==> config.mk <==
export PLATFORM = sky130hd
export DESIGN_NAME = mem_arbiter
export DESIGN_NICKNAME = d
export VERILOG_FILES = /design/src/rtl/mem_arb_pkg.sv /design/src/rtl/mem_arb_pick.sv /design/src/rtl/mem_arbiter.sv
export SDC_FILE = /design/constraint.sdc
export NUM_CORES = 1
export LEC_CHECK = 0
export CORE_AREA = 3 3 104 106
export CTS_BUF_LIST = sky130_fd_sc_hd__clkbuf_4 sky130_fd_sc_hd__clkbuf_8 sky130_fd_sc_hd__clkbuf_16
export CTS_CLUSTER_SIZE = 28
export DETAILED_ROUTE_END_ITERATION = 8
export DIE_AREA = 0 0 107 109
export GPL_ROUTABILITY_DRIVEN = 1
export PLACE_DENSITY = 0.72
export SETUP_SLACK_MARGIN = 0.5
export SLEW_MARGIN = 20
export SYNTH_ARGS = -nofsm -noshare
export SYNTH_HDL_FRONTEND = slang
export SYNTH_SLANG_ARGS = --single-unit
==> constraint.sdc <==
create_clock -name clk -period 1.95 [get_ports clk]
set_clock_uncertainty 0.05 [all_clocks]
set_input_delay 0.585 -clock clk [delete_from_list [all_inputs] [get_ports clk]]
set_output_delay 0.585 -clock clk [all_outputs]
set_load 0.03 [all_outputs]
==> src/rtl/mem_arb_pkg.sv <==
// mem_arb_pkg: shared owner encoding and default widths for the memory arbiter.
package mem_arb_pkg;
  localparam int ADDR_W_DEF = 32;
  localparam int DATA_W_DEF = 32;
  typedef enum logic [1:0] {OWN_NONE, OWN_IF, OWN_D} owner_e;
endpackage

==> src/rtl/mem_arb_pick.sv <==
// mem_arb_pick: combinational two-way picker; a_first selects the winner when both request.
module mem_arb_pick (
  input  logic       a_req,
  input  logic       b_req,
  input  logic       a_first,
  output logic [1:0] gnt
);
  always_comb begin
    gnt[0] = a_req && (!b_req || a_first);
    gnt[1] = b_req && !gnt[0];
  end
endmodule

==> src/rtl/mem_arbiter.sv <==
// mem_arbiter: shares one single-port memory between fetch and load/store, steering read data back to the owner.
// Define MEM_ARB_RR_EN for round-robin on contention; otherwise data always wins.
module mem_arbiter
  import mem_arb_pkg::*;
#(
  parameter int ADDR_W = ADDR_W_DEF,
  parameter int DATA_W = DATA_W_DEF
) (
  input  logic                clk,
  input  logic                reset,
  input  logic                if_req,
  input  logic [ADDR_W-1:0]   if_addr,
  output logic                if_ready,
  output logic                if_rvalid,
  output logic [DATA_W-1:0]   if_rdata,
  input  logic                d_req,
  input  logic                d_we,
  input  logic [DATA_W/8-1:0] d_be,
  input  logic [ADDR_W-1:0]   d_addr,
  input  logic [DATA_W-1:0]   d_wdata,
  output logic                d_ready,
  output logic                d_rvalid,
  output logic [DATA_W-1:0]   d_rdata,
  output logic                mem_en,
  output logic                mem_we,
  output logic [DATA_W/8-1:0] mem_be,
  output logic [ADDR_W-1:0]   mem_addr,
  output logic [DATA_W-1:0]   mem_wdata,
  input  logic [DATA_W-1:0]   mem_rdata
);
  logic [1:0] gnt;
  logic       favor_d;
  logic       if_req_g, d_req_g;
  owner_e     owner_q, owner_d;
  // Requests are masked during reset so ready and mem_* stay low.
  assign if_req_g = if_req && reset;
  assign d_req_g  = d_req && reset;
  mem_arb_pick u_pick (
    .a_req  (d_req_g),
    .b_req  (if_req_g),
    .a_first(favor_d),
    .gnt    (gnt)
  );
`ifdef MEM_ARB_RR_EN
  logic favor_d_q, favor_d_d;
  assign favor_d   = favor_d_q;
  assign favor_d_d = (if_req_g && d_req_g) ? !favor_d_q : favor_d_q;
  always_ff @(posedge clk or negedge reset)
    if (!reset) favor_d_q <= 1'b1;
    else        favor_d_q <= favor_d_d;
`else
  assign favor_d = 1'b1;
`endif
  always_comb begin
    d_ready   = gnt[0];
    if_ready  = gnt[1];
    mem_en    = |gnt;
    mem_we    = gnt[0] && d_we;
    mem_be    = (gnt[0] && d_we) ? d_be : '0;
    mem_addr  = gnt[0] ? d_addr : gnt[1] ? if_addr : '0;
    mem_wdata = gnt[0] ? d_wdata : '0;
    owner_d   = gnt[1] ? OWN_IF : (gnt[0] && !d_we) ? OWN_D : OWN_NONE;
    if_rvalid = owner_q == OWN_IF;
    d_rvalid  = owner_q == OWN_D;
    if_rdata  = if_rvalid ? mem_rdata : '0;
    d_rdata   = d_rvalid ? mem_rdata : '0;
  end
  always_ff @(posedge clk or negedge reset)
    if (!reset) owner_q <= OWN_NONE;
    else        owner_q <= owner_d;
endmodule

### Yosys cells after proc, flatten, opt, wreduce, memory -nomap -nowiden

Cells that the tools add are included.

* register bits after elaboration: 2
* input bits: 137
* output and inout port bits: 138

* eq/ne operators: 2
* muxes and demuxes: 8
* reduce and logical (&&, ||, !) cells: 8

Operator list (count)
* $mux W32: 5
* $logic_and A1 B1 Y1: 5
* $mux W2: 2
* $mux W4: 1
* $eq A2 B1 Y1 const B: 1
* $eq A2 B2 Y1 const B: 1
* $logic_not A1 Y1: 2
* $reduce_or A2 Y1: 1

### Logic depth before layout (Yosys ltp)

* depth in word-level cells: 5
* mapped depth: 4
* depth with buffers taken out: 2

### Hierarchy

A second synthesis with hierarchy kept.

* cells, all modules: 164
* area, all modules: 1152.4 um^2

By module, submodules not included
* mem_arbiter: instances 1, cells an instance 161, area each 1133.6 um^2
* mem_arb_pick: instances 1, cells an instance 3, area each 18.8 um^2

### Least setup slack after synthesis

OpenSTA, ideal clock, no wires.

* kind: input-to-output
* start: in if_req
* end: out mem_addr[10]
* arrival time: 1366 ps
* required time: 1315 ps
* path slack: -51 ps
* cell stages on the path: 3
* cell sequence: clkbuf_1 -> clkbuf_1 -> a32o_2

* longest elaborated chain between the ends: 4

RTL lines
* start: declaration: line mem_arbiter.sv:11 `input logic if_req,`
* $logic_and A1 B1 Y1: line mem_arbiter.sv:36 `assign if_req_g = if_req && reset;`
* $logic_and A1 B1 Y1: line mem_arb_pick.sv:10 `gnt[1] = b_req && !gnt[0];`
* $mux W32 (2 in series): line mem_arbiter.sv:60 `mem_addr = gnt[0] ? d_addr : gnt[1] ? if_addr : '0;`
* end: declaration: line mem_arbiter.sv:27 `output logic [ADDR_W-1:0] mem_addr,`

Every way passes these cells.

### Worst setup path in the final report

* start: in reset
* end: out mem_addr[27]

* longest elaborated chain between the ends: 5
* elaborated cells between the ends (all ways): 6

RTL lines
* start: declaration: line mem_arbiter.sv:10 `input logic reset,`
* $logic_and A1 B1 Y1: line mem_arbiter.sv:37 `assign d_req_g = d_req && reset;`
* $logic_not A1 Y1: line mem_arb_pick.sv:10
* $logic_and A1 B1 Y1: line mem_arb_pick.sv:10
* $mux W32: line mem_arbiter.sv:60
* $mux W32 *: line mem_arbiter.sv:60

Mark *: on every way between the ends. The rest lies on a longest branch, timed or not.

==> flow_metrics.env <==
export IMPL_clkTransAtPathRegs_ns=0.03
export IMPL_drv_slew=0
export IMPL_finalPower_uw=1440
export IMPL_initial_core_util_pct=12.7
export IMPL_max_freq_mhz=485
export IMPL_crit_chain="buf_12 > nor2b_4 > buf_12 > a32o_2 > buf_12"
export IMPL_design_area_um2=5720
export IMPL_synthTopCellsByArea="and2_1 (35%), a32o_2 (28%), and3_1 (14%)"
export IMPL_critPathCaptureType="output port"
export IMPL_drt_pass1_iterations=4
export IMPL_syn_nets=303
export IMPL_crit_path_start="reset"
export IMPL_numClockSinks=2
export IMPL_cts_path_max_buffers=2
export IMPL_dieHeight_um=109
export IMPL_final_layout_size_suffix_gt1_share_pct=71.6
export IMPL_ir_worst_vdd_mv=0.213
export IMPL_viasPerCell=4.38
export IMPL_drc=0
export IMPL_synth_common_cells="and2_1 (70), a32o_2 (31), and3_1 (29), clkbuf_1 (13), buf_6 (5)"
export IMPL_antenna_found_initial=0
export IMPL_worst_slack_ns=-0.111
export IMPL_dieArea_um2=11700
export IMPL_place_congestion=0.756
export IMPL_ys_types=12
export IMPL_wl_per_cell_um=19.3
export IMPL_p_leak_uw=0.00284
export IMPL_max_slew_margin_pct=87.3
export IMPL_largest_reg_flops=2
export IMPL_cp_num_buf_inv=3
export IMPL_synth_top_area_share_pct=34.9
export IMPL_overflow=0
export IMPL_synth_largest_area_cell="and2_1"
export IMPL_slowest_delay_ns=0.29
export IMPL_first_iter_violations=58
export IMPL_yosys_warnings=0
export IMPL_rsz0062_at_grt="yes"
export IMPL_worst_slew_pin_slew_ns=0.190
export IMPL_grt_max_degree=34
export IMPL_htree_levels=1
export IMPL_final_core_util_pct=58.0
export IMPL_grtUsageTotal_pct=16.6
export IMPL_grt_pass1_vias=2806
export IMPL_path_common_cell="buf_12"
export IMPL_drtAntennaViolNets=0
export IMPL_via_count=2664
export IMPL_power_density_nw_per_um2=252
export IMPL_period_minus_slack_ns=2.06
export IMPL_ios=275
export IMPL_violations="negative setup slack"
export IMPL_wirelength_um=11700
export IMPL_top_register="owner_q"
export IMPL_post_dp_hpwl_um=7740
export IMPL_critical_path_endpoint="mem_addr[27]"
export IMPL_port_buffers=274
export IMPL_largest_registers="owner_q (2)"
export IMPL_post_synth_top_count_cell="and2_1"
export IMPL_hold_class="primary input to asynchronous set/reset pin"
export IMPL_cts_tree="done"
export IMPL_layout_worst_path_cycle_share_pct=106
export IMPL_synth_edf_count=0
export IMPL_die_w_um=107
export IMPL_diodes=0
export IMPL_yosys_register_bits=2
export IMPL_setup_violations=125
export IMPL_drv_cap=0
export IMPL_core_um2=9860
export IMPL_worstSetupStartpointType="primary input"
export IMPL_fin_nets=614
export IMPL_synth_seq_area_share_pct=3.98
export IMPL_crit_type="primary input to output port"
export IMPL_critical_path_top_delay_family="buffers and inverters"
export IMPL_row_count=36
export IMPL_ys_flop_type="dfrtp_1"
export IMPL_synth_async_reset_ratio_pct=100
export IMPL_synth_cells=166
export IMPL_numCtsBuffers=3
export IMPL_outcome="finished, violations left"
export IMPL_crit_fanout=17
export IMPL_final_hold_viol_count=0
export IMPL_root_buffer="clkbuf_8"
export IMPL_crit_cells=5
export IMPL_placement_cell_area_um2=4340
export IMPL_synth_avg_cell_area_um2=7.57
export IMPL_synthesis_area_um2=1260
export IMPL_grt_pass1_wl_um=15300
export IMPL_syn_to_final_growth_pct=355
export IMPL_critical_path_slowest_cell="a32o_2"
export IMPL_worstPathRequired_ns=1.31
export IMPL_cp_arrival_ns=1.43
export IMPL_hold_buffers=0
==> metal layers <==
layer  track usage (%)  share of wire (%)  vias up
met5                 0                  0        -
met4              2.37                1.6        0
met3              4.56                8.5       14
met2              34.0                 56      180
met1              16.9                 34     1230
li1                  -                  -     1240
==> cells in the final DEF, fill, tap and decap left out <==
cell and instances:
and3_4 33, o21a_4 1, clkdlybuf4s50_1 68, a32o_2 32, and2_4 70, clkbuf_8 3
buf_8 6, nor2b_4 3, clkbuf_16 7, buf_4 6, clkdlybuf4s15_2 1, dfrtp_1 2
dlymetal6s2s_1 9, buf_16 14, dlygate4sd2_1 55, buf_6 138, buf_12 26, nor2b_1 1
==> report_power, final <==
part           leakage (uW)  total [uW]  switching (uW)  internal, uW
sequential        0.0000269        45.0            1.53          43.5
combinational       0.00279        1230             512           721
clock             0.0000216         162            31.2           130
==> area by class of cell <==
type,count,area (um2)
flip-flops and latches,2,50.0
multi-input cells,140,1410
repair buffers,330,4060
well taps,133,166
fillers,816,4140
clock buffers,3,41.3
==> worst min-delay path by stage <==
stage	end	slack, ns	cells past startpoint
detailed placement	owner_q[1]$_DFF_PN0_	1.14	3
CTS	owner_q[0]$_DFF_PN0_	0.48	4
global route	owner_q[0]$_DFF_PN0_	0.48	4
global placement	owner_q[1]$_DFF_PN0_	1.12	3
finish	owner_q[0]$_DFF_PN0_	0.48	4
floorplan	owner_q[0]$_DFF_PN0_	0.24	0
==> kinds of logic after synthesis <==
kind of cell    count (synthesis)  share of synthesized area [%]
flops                           2                           3.98
buf+inv                        24                           13.1
simple gates                  107                           53.7
compound gates                 33                           29.2
==> timing repair <==
action / in CTS / in global routing
setup endpoints to repair: 140 / 138
setup buffers: 11 / 9
cloned: 14 / 9
resized for setup: 239 / 18
pin swaps: 31 / 51
==> metrics by stage <==
stage	instances	setup slack [ns]	setup TNS [ns]	hold slack, ns
2_1_floorplan	166	0.0310	0	0.239
3_5_place_dp	562	-0.622	-44.17	1.14
4_1_cts	590	-0.113	-6.46	0.483
3_3_place_gp	562	-0.607	-41.69	1.12
6_report	608	-0.111	-7.92	0.479
5_1_grt	608	-0.142	-12.00	0.481
No activity file was read; power rests on OpenSTA's default activity.
